--- src/rtl/frame_pkg.sv ---
// Shared constants, header layout and parser state type for the frame parser.
package frame_pkg;

    localparam int HDR_BYTES = 16;
    localparam int HDR_W     = HDR_BYTES * 8;

    localparam int DA_OFF = 0;
    localparam int SA_OFF = 6;
    localparam int LT_OFF = 12;
    localparam int SW_OFF = 14;

    localparam logic [47:0] BCAST_ADDR = 48'hFFFF_FFFF_FFFF;

    typedef enum logic [1:0] {
        ST_HDR,
        ST_PAYLOAD,
        ST_DROP
    } parse_state_t;

    // Header is big-endian: byte at offset 0 occupies the top bits of the vector.
    function automatic logic [47:0] hdr_field(input logic [HDR_W-1:0] hdr,
                                              input int off,
                                              input int len);
        logic [47:0] f;
        f = '0;
        for (int i = 0; i < len; i++) begin
            f = {f[39:0], hdr[(HDR_BYTES - off - i) * 8 - 1 -: 8]};
        end
        return f;
    endfunction

endpackage

--- src/rtl/axis_skid_buffer.sv ---
// Two-entry AXI4-Stream skid buffer with a registered output stage.
module axis_skid_buffer #(
    parameter int DATA_W = 9
) (
    input  logic              clk,
    input  logic              rst,
    input  logic [DATA_W-1:0] in_data,
    input  logic              in_valid,
    output logic              in_ready,
    output logic [DATA_W-1:0] out_data,
    output logic              out_valid,
    input  logic              out_ready
);

    logic [DATA_W-1:0] skid_data;
    logic              skid_valid;

    // Ready depends only on registered state, so upstream sees no path from out_ready.
    assign in_ready = !skid_valid;

    always_ff @(posedge clk) begin
        if (rst) begin
            out_data   <= '0;
            out_valid  <= 1'b0;
            skid_data  <= '0;
            skid_valid <= 1'b0;
        end else if (out_ready || !out_valid) begin
            if (skid_valid) begin
                out_data   <= skid_data;
                out_valid  <= 1'b1;
                skid_valid <= 1'b0;
            end else begin
                out_valid <= in_valid;
                if (in_valid) begin
                    out_data <= in_data;
                end
            end
        end else if (in_valid && !skid_valid) begin
            skid_data  <= in_data;
            skid_valid <= 1'b1;
        end
    end

endmodule

--- src/rtl/frame_parser.sv ---
// Strips and validates a 16-byte DA/SA/LinkType/SyncWord header and forwards the payload.
// Define FRAME_PARSER_DA_FILTER_EN to add Local_Address and destination filtering.
module frame_parser
    import frame_pkg::*;
#(
    parameter int PS_W = 14
) (
    input  logic            ACLK,
    input  logic            ARESET,
    input  logic [7:0]      s_axis_tdata,
    input  logic            s_axis_tvalid,
    output logic            s_axis_tready,
    input  logic            s_axis_tlast,
    output logic [7:0]      m_axis_tdata,
    output logic            m_axis_tvalid,
    input  logic            m_axis_tready,
    output logic            m_axis_tlast,
    input  logic [15:0]     Link_Type,
    input  logic [15:0]     SyncWord,
    input  logic [PS_W-1:0] Packet_Size,
`ifdef FRAME_PARSER_DA_FILTER_EN
    input  logic [47:0]     Local_Address,
`endif
    output logic [47:0]     Destination_Address,
    output logic [47:0]     Source_Address,
    output logic            hdr_valid,
    output logic            frame_ok,
    output logic            err_hdr,
    output logic            err_runt,
    output logic            err_len
);

    localparam logic [3:0] HDR_LAST = 4'(HDR_BYTES - 1);

    parse_state_t    state;
    logic [HDR_W-9:0] hdr_sr;
    logic [3:0]      hdr_cnt;
    logic [PS_W-1:0] pay_cnt;
    logic [PS_W-1:0] pay_next;
    logic [PS_W-1:0] cfg_ps;
    logic [15:0]     cfg_lt;
    logic [15:0]     cfg_sw;
`ifdef FRAME_PARSER_DA_FILTER_EN
    logic [47:0]     cfg_la;
`endif

    logic [HDR_W-1:0] hdr_full;
    logic [47:0]      rx_da;
    logic [47:0]      rx_sa;
    logic [15:0]      rx_lt;
    logic [15:0]      rx_sw;
    logic             hdr_match;
    logic             at_limit;
    logic             s_fire;

    logic             skid_in_valid;
    logic             skid_in_ready;
    logic [8:0]       skid_in_data;
    logic [8:0]       skid_out_data;

    // Byte 15 is still on the bus when the header is judged, so splice it in directly.
    assign hdr_full = {hdr_sr, s_axis_tdata};
    assign rx_da    = hdr_field(hdr_full, DA_OFF, 6);
    assign rx_sa    = hdr_field(hdr_full, SA_OFF, 6);
    assign rx_lt    = 16'(hdr_field(hdr_full, LT_OFF, 2));
    assign rx_sw    = 16'(hdr_field(hdr_full, SW_OFF, 2));

`ifdef FRAME_PARSER_DA_FILTER_EN
    assign hdr_match = (rx_lt == cfg_lt) && (rx_sw == cfg_sw) &&
                       ((rx_da == cfg_la) || (rx_da == BCAST_ADDR));
`else
    assign hdr_match = (rx_lt == cfg_lt) && (rx_sw == cfg_sw);
`endif

    assign pay_next = pay_cnt + PS_W'(1);
    assign at_limit = (cfg_ps != '0) && (pay_next == cfg_ps);

    always_comb begin
        case (state)
            ST_PAYLOAD: s_axis_tready = skid_in_ready;
            default:    s_axis_tready = 1'b1;
        endcase
    end

    assign s_fire        = s_axis_tvalid && s_axis_tready;
    assign skid_in_valid = (state == ST_PAYLOAD) && s_axis_tvalid;
    // Reaching Packet_Size without tlast truncates the frame, so force tlast on that byte.
    assign skid_in_data  = {s_axis_tlast || at_limit, s_axis_tdata};

    always_ff @(posedge ACLK) begin
        if (ARESET) begin
            state               <= ST_HDR;
            hdr_sr              <= '0;
            hdr_cnt             <= '0;
            pay_cnt             <= '0;
            cfg_ps              <= '0;
            cfg_lt              <= '0;
            cfg_sw              <= '0;
`ifdef FRAME_PARSER_DA_FILTER_EN
            cfg_la              <= '0;
`endif
            Destination_Address <= '0;
            Source_Address      <= '0;
            hdr_valid           <= 1'b0;
            frame_ok            <= 1'b0;
            err_hdr             <= 1'b0;
            err_runt            <= 1'b0;
            err_len             <= 1'b0;
        end else begin
            hdr_valid <= 1'b0;
            frame_ok  <= 1'b0;
            err_hdr   <= 1'b0;
            err_runt  <= 1'b0;
            err_len   <= 1'b0;

            if (s_fire) begin
                case (state)
                    ST_HDR: begin
                        hdr_sr <= {hdr_sr[HDR_W-17:0], s_axis_tdata};
                        if (hdr_cnt == '0) begin
                            cfg_ps <= Packet_Size;
                            cfg_lt <= Link_Type;
                            cfg_sw <= SyncWord;
`ifdef FRAME_PARSER_DA_FILTER_EN
                            cfg_la <= Local_Address;
`endif
                        end
                        if (s_axis_tlast) begin
                            err_runt <= 1'b1;
                            hdr_cnt  <= '0;
                        end else if (hdr_cnt == HDR_LAST) begin
                            hdr_cnt <= '0;
                            if (hdr_match) begin
                                hdr_valid           <= 1'b1;
                                Destination_Address <= rx_da;
                                Source_Address      <= rx_sa;
                                pay_cnt             <= '0;
                                state               <= ST_PAYLOAD;
                            end else begin
                                err_hdr <= 1'b1;
                                state   <= ST_DROP;
                            end
                        end else begin
                            hdr_cnt <= hdr_cnt + 4'd1;
                        end
                    end

                    ST_PAYLOAD: begin
                        pay_cnt <= pay_next;
                        if (s_axis_tlast) begin
                            if ((cfg_ps == '0) || at_limit) begin
                                frame_ok <= 1'b1;
                            end else begin
                                err_len <= 1'b1;
                            end
                            state <= ST_HDR;
                        end else if (at_limit) begin
                            err_len <= 1'b1;
                            state   <= ST_DROP;
                        end
                    end

                    default: begin
                        if (s_axis_tlast) begin
                            state <= ST_HDR;
                        end
                    end
                endcase
            end
        end
    end

    axis_skid_buffer #(
        .DATA_W(9)
    ) u_skid (
        .clk      (ACLK),
        .rst      (ARESET),
        .in_data  (skid_in_data),
        .in_valid (skid_in_valid),
        .in_ready (skid_in_ready),
        .out_data (skid_out_data),
        .out_valid(m_axis_tvalid),
        .out_ready(m_axis_tready)
    );

    assign {m_axis_tlast, m_axis_tdata} = skid_out_data;

endmodule
--- config.mk ---
export PLATFORM = sky130hd
export DESIGN_NAME = frame_parser
export DESIGN_NICKNAME = d
export VERILOG_FILES = /design/src/rtl/frame_pkg.sv /design/src/rtl/axis_skid_buffer.sv /design/src/rtl/frame_parser.sv
export SDC_FILE = /design/constraint.sdc
export NUM_CORES = 1
export LEC_CHECK = 0
export BUFFER_PORTS_ARGS = -buffer_cell sky130_fd_sc_hd__buf_2
export CAP_MARGIN = 20
export CORE_ASPECT_RATIO = 0.9
export CORE_MARGIN = 2
export CORE_UTILIZATION = 45
export CTS_BUF_LIST = sky130_fd_sc_hd__clkbuf_4 sky130_fd_sc_hd__clkbuf_8 sky130_fd_sc_hd__clkbuf_16
export CTS_CLUSTER_DIAMETER = 200
export CTS_CLUSTER_SIZE = 28
export DETAILED_ROUTE_END_ITERATION = 12
export GPL_TIMING_DRIVEN = 1
export PLACE_DENSITY_LB_ADDON = 0.25
export SYNTH_ARGS = -nofsm -noshare
export SYNTH_HDL_FRONTEND = slang
export SYNTH_SLANG_ARGS = --single-unit
--- constraint.sdc ---
create_clock -name ACLK -period 6.45 [get_ports ACLK]
set_input_delay 1.6125 -clock ACLK [delete_from_list [all_inputs] [get_ports ACLK]]
set_output_delay 1.6125 -clock ACLK [all_outputs]
set_load 0.02 [all_outputs]
### Word level (Yosys, flattened, before mapping)

Cells that the tools add are included.

* add/sub/neg operators: 2
* eq/ne operators: 9
* muxes and demuxes: 24
* bitwise logic cells: 6
* reduce and logical (&&, ||, !) cells: 29

Operator list (number)
* 2-to-1 mux 14 bit: 3
* == test 16 bit: 2
* one-hot mux 14 bit (2 select lines): 1
* 2-to-1 mux 9 bit: 2
* AND reduction 5 bit: 3
* adder 14 x 1 -> 14 bit, second input constant: 1
* == test 14 bit: 1
* logical NOT 14 bit: 1
* nonzero test 14 bit: 1
* 2-to-1 mux 2 bit: 6
* 2-to-1 mux 1 bit: 9
* 2-to-1 mux 4 bit: 2
* inequality test 2 bit, second input constant: 3
* NOT 1 bit: 6
* AND reduction 2 bit: 3
* OR reduction 3 bit: 2
* logical AND 1 bit: 5
* OR reduction 5 bit: 1
* adder 4 x 1 -> 4 bit, second input constant: 1
* == test 4 bit, second input constant: 1
* logical NOT 4 bit: 1
* one-hot mux 2 bit (2 select lines): 1
* nonzero test 2 bit: 2
* OR reduction 4 bit: 1
* other kinds (8): 11

* flip-flop bits (word level): 307
* output and inout port bits: 112

### Logic depth before layout (Yosys ltp)

* depth after elaboration: 6
* mapped depth: 10
* mapped depth without buffers: 8

### Hierarchy

From an unflattened synthesis, not the netlist that was laid out.

* cells, all modules: 1382
* area, all modules: 12042.8 µm²

By module, submodules not included
* frame_parser: instances 1, cells an instance 1291, area each 11173.2 µm², seq. area each 5745.5 µm²
* axis_skid_buffer: instances 1, cells an instance 91, area each 869.6 µm², seq. area each 400.4 µm²

### Worst setup path after synthesis

No wires, ideal clock.

* kind: input port to flip-flop
* start: input s_axis_tdata[5]
* end: register Destination_Address[10]
* arrival time: 3.027 ns
* data required time: 6.318 ns
* slack: 3.291 ns
* cell stages on the path: 9
* buffers on the path: 2
* path through: xnor2_1 > nand4_1 > nor4_1 > and3_1 > nand3_1 > buf_2 > buf_1 > nand2_1 > a21oi_1

* cells in the longest elaborated chain, start to end: 3

RTL lines
* from (decl): line frame_parser.sv:10 `input logic [7:0] s_axis_tdata,`
* == test 16 bit: line frame_parser.sv:72 `assign hdr_match = (rx_lt == cfg_lt) && (rx_sw == cfg_sw);`
* logical AND 1 bit: line frame_parser.sv:72
* AND reduction 5 bit (no line)
* to (signal assigned): line frame_parser.sv:135 `Destination_Address <= rx_da;`
* to (decl): line frame_parser.sv:24 `output logic [47:0] Destination_Address,`

Every way passes these cells.
A chain may end at the register's enable or synchronous reset.

### Final worst setup path

* start: input s_axis_tdata[2]
* end: register Source_Address[10]

* cells in the longest elaborated chain, start to end: 3

RTL lines
* == test 16 bit: line frame_parser.sv:72
* logical AND 1 bit: line frame_parser.sv:72
* AND reduction 5 bit (no line)
* to (signal assigned): line frame_parser.sv:136 `Source_Address <= rx_sa;`
* to (decl): line frame_parser.sv:25 `output logic [47:0] Source_Address,`

Every way passes these cells.

==> impl_metrics.py <==
metrics = {
    "setup_path": {
        "arrival_ns": 4.43,
        "critPathLaunchType": "primary input",
        "regToRegEndpoint": "Source_Address[10]",
        "end_kind": "register",
        "crit_path_end": "Source_Address[10]",
        "reg2reg_depth": 7,
        "required_ns": 6.87,
        "reg2reg_slack_ns": 3.37,
        "cp_max_fo": 97,
        "crit_start": "s_axis_tdata[2]",
        "worstSetupPathType": "in -> reg",
        "reg2reg_from": "cfg_sw[2]",
    },
    "logic_synthesis": {
        "synth_edf_count": 0,
        "syn_inst": 1488,
        "yosysWarningCount": 0,
        "syn_area_sq_um": 11700,
        "ys_async_sr_fraction_pct": 0,
        "ys_seq_area_share_pct": 52.4,
        "synthFlopType": "dfxtp_1",
        "ys_ff_latch": 307,
        "syn-mean-instance-area_sq_um": 7.88,
        "syn_nets": 1550,
        "synth_cell_types": 50,
    },
    "worst_hold_path": {
        "hp-start": "Destination_Address[10]",
        "hold_depth": 2,
        "hp-class": "reg -> reg",
    },
    "clock_tree": {
        "cts_sinks": 307,
        "root_buffer": "clkbuf_16",
        "post_cts_buffers": 0,
        "post_cts_resized": 0,
        "cts_buffer_depth": 3,
        "cts_tree": "built",
        "postCtsHoldBufs": 0,
        "clkTransAtPathRegs_ns": 0.10,
        "numCtsBuffers": 14,
        "htreeDepth": 1,
        "clk_latency_ns": 0.49,
    },
    "place": {
        "gp_congestion": 0.867,
        "portBuffers": 170,
        "hpwl_um": 17800,
        "place_ws_ns": 2.01,
        "dp.cells": 1910,
    },
    "die": {
        "die_x_um": 174,
        "start_util_pct": 45.4,
        "coreArea_sq_um": 25900,
        "die_h_um": 157,
        "num_io_pins": 171,
        "die_area_sq_um": 27400,
        "rows": 56,
    },
    "sta": {
        "fin_crit_ns": 4.01,
        "tns_ns": 0,
        "hold_viol": 0,
        "tightest_slew_ns": 1.09,
        "finalMaxSlewViolations": 0,
        "rsz0062_at_grt": "no",
        "clock_skew_ns": 0.0146,
        "fin_ws_ns": 2.44,
        "slew_headroom_pct": 27.0,
        "clock.fmax_ghz": 0.249,
        "finalCritPeriodShare_pct": 62.2,
        "setup_viol": 0,
    },
    "outcome": {
        "status": "finished clean",
    },
    "layout": {
        "layout_common_cells": "562 x nand2_1, 307 x dfxtp_1, 285 x a21oi_1, 169 x buf_2, 43 x xnor2_1",
        "area_growth_pct": 11.1,
        "num-fill-cells": 2576,
        "antenna_cells": 0,
        "multi_input_area_sq_um": 5120,
        "nets": 1640,
        "layout-drive-gt1-share_pct": 13.2,
        "final_cells": 1926,
        "regArea_sq_um": 6150,
        "final_common_cell": "nand2_1",
    },
    "power_and_ir_drop": {
        "p_leak_nw": 4.59,
        "p_per_area_nw_per_um2": 239,
        "ir_drop_v": 0.000176,
    },
    "detailed_routing": {
        "drcViolationCount": 0,
        "wl_per_cell_um": 14.3,
        "drt_iter0_drc": 798,
        "first_pass_iters": 5,
        "vias": 9817,
        "routed_wl_um": 27600,
        "drt-vias-per-instance": 5.10,
        "antenna_left": 0,
    },
    "global_route": {
        "grt.overflow.total": 0,
        "grt_pass1_vias": 8760,
        "grt_pass1_wl_um": 44300,
        "grt_use_total_pct": 19.3,
        "grt_start_max_net_pins": 113,
        "grt_antenna_before_repair": 0,
    },
    "run": {
        "drv_cap": 0,
    },
}
-- per-layer routing --
metal	vias up	part of all wire, %	wire length, um	global-route usage (%)
li1	5071	-	-	-
met1	4539	50	13800	27.9
met2	182	45	12300	30.8
met3	25	3.8	1060	2.51
met4	0	1.6	437	4.00
met5	-	0	0	0
-- how the worst min path moves through the flow --
stage                                    to  slack, ns
floorplan           Destination_Address[40]       0.43
global placement    Destination_Address[21]       0.44
detailed placement  Destination_Address[43]       0.44
CTS                 Destination_Address[14]       0.46
global route        Destination_Address[43]       0.47
finish              Destination_Address[10]       0.46
-- power breakdown --
group          internal (W)  total (W)  switching, W
registers           0.00192    0.00194     0.0000216
clock network      0.000426   0.000999      0.000573
logic             0.0000595   0.000178      0.000119
-- Yosys cell counts, types with 4 or more instances --
cell / number / area share [%]
nand2_1: 562 / 18
dfxtp_1: 307 / 52
a21oi_1: 285 / 12
clkbuf_1: 77 / 2.5
xnor2_1: 43 / 3.2
nor2_1: 35 / 1.1
buf_2: 17 / 0.73
nand3_1: 15 / 0.64
o21ai_0: 13 / 0.55
nand4_1: 11 / 0.59
a211oi_1: 9 / 0.58
a311oi_1: 9 / 0.67
mux2i_1: 9 / 0.77
a31oi_1: 8 / 0.43
and3_1: 7 / 0.37
nand2b_1: 7 / 0.37
nor3_1: 7 / 0.30
buf_6: 6 / 0.58
nor4_1: 6 / 0.32
inv_1: 5 / 0.16
nor2b_1: 5 / 0.27
xor2_1: 4 / 0.30
-- logic make-up after synthesis --
kind of cell | synth area share (%)
AND/OR/NAND/NOR | 23.2
AO/OA/AOI/OAI | 15.6
flip-flops | 52.4
buffers and inverters | 4.18
XOR/XNOR | 3.51
multiplexers | 0.768
adder cells (fa/ha/maj) | 0.320
-- layout make-up --
| class | instances | share of cell area, % |
|---|---|---|
| Clock buffer | 16 | 2.94 |
| Inverter | 5 | 0.144 |
| Multi-Input combinational cell | 1071 | 39.3 |
| Sequential cell | 307 | 47.2 |
| Tap cell | 348 | 3.34 |
| Timing Repair Buffer | 179 | 7.13 |
-- sequential cells by signal, indices dropped and copies added (netlist names), 9 cells and up --
signal,cells
Destination_Address,48
Source_Address,48
cfg_lt,16
cfg_ps,14
cfg_sw,16
hdr_sr,120
pay_cnt,14
u_skid.out_data,9
u_skid.skid_data,9
-- worst max-delay path: stages --
cell	delay, ns
buf_2	0.13
xnor2_1	0.30
nand4_1	0.19
nor4_1	0.55
and3_1	0.34
and3_4	0.90
nand2_1	0.14
a21oi_1	0.15
-- per-stage QoR --
stage	hold slack (ns)	power (W)	util, %	cell area (sq um)
finish	0.456	0.00312	50.4	13000
global route	0.469	0.00325	50.4	13000
CTS	0.458	0.00315	50.4	13000
detailed placement	0.443	0.00216	48.9	12600
global placement	0.440	0.00216	48.9	12600
floorplan	0.432	0.00210	-	11700
Note: power is estimated with default switching activity, not from simulation.
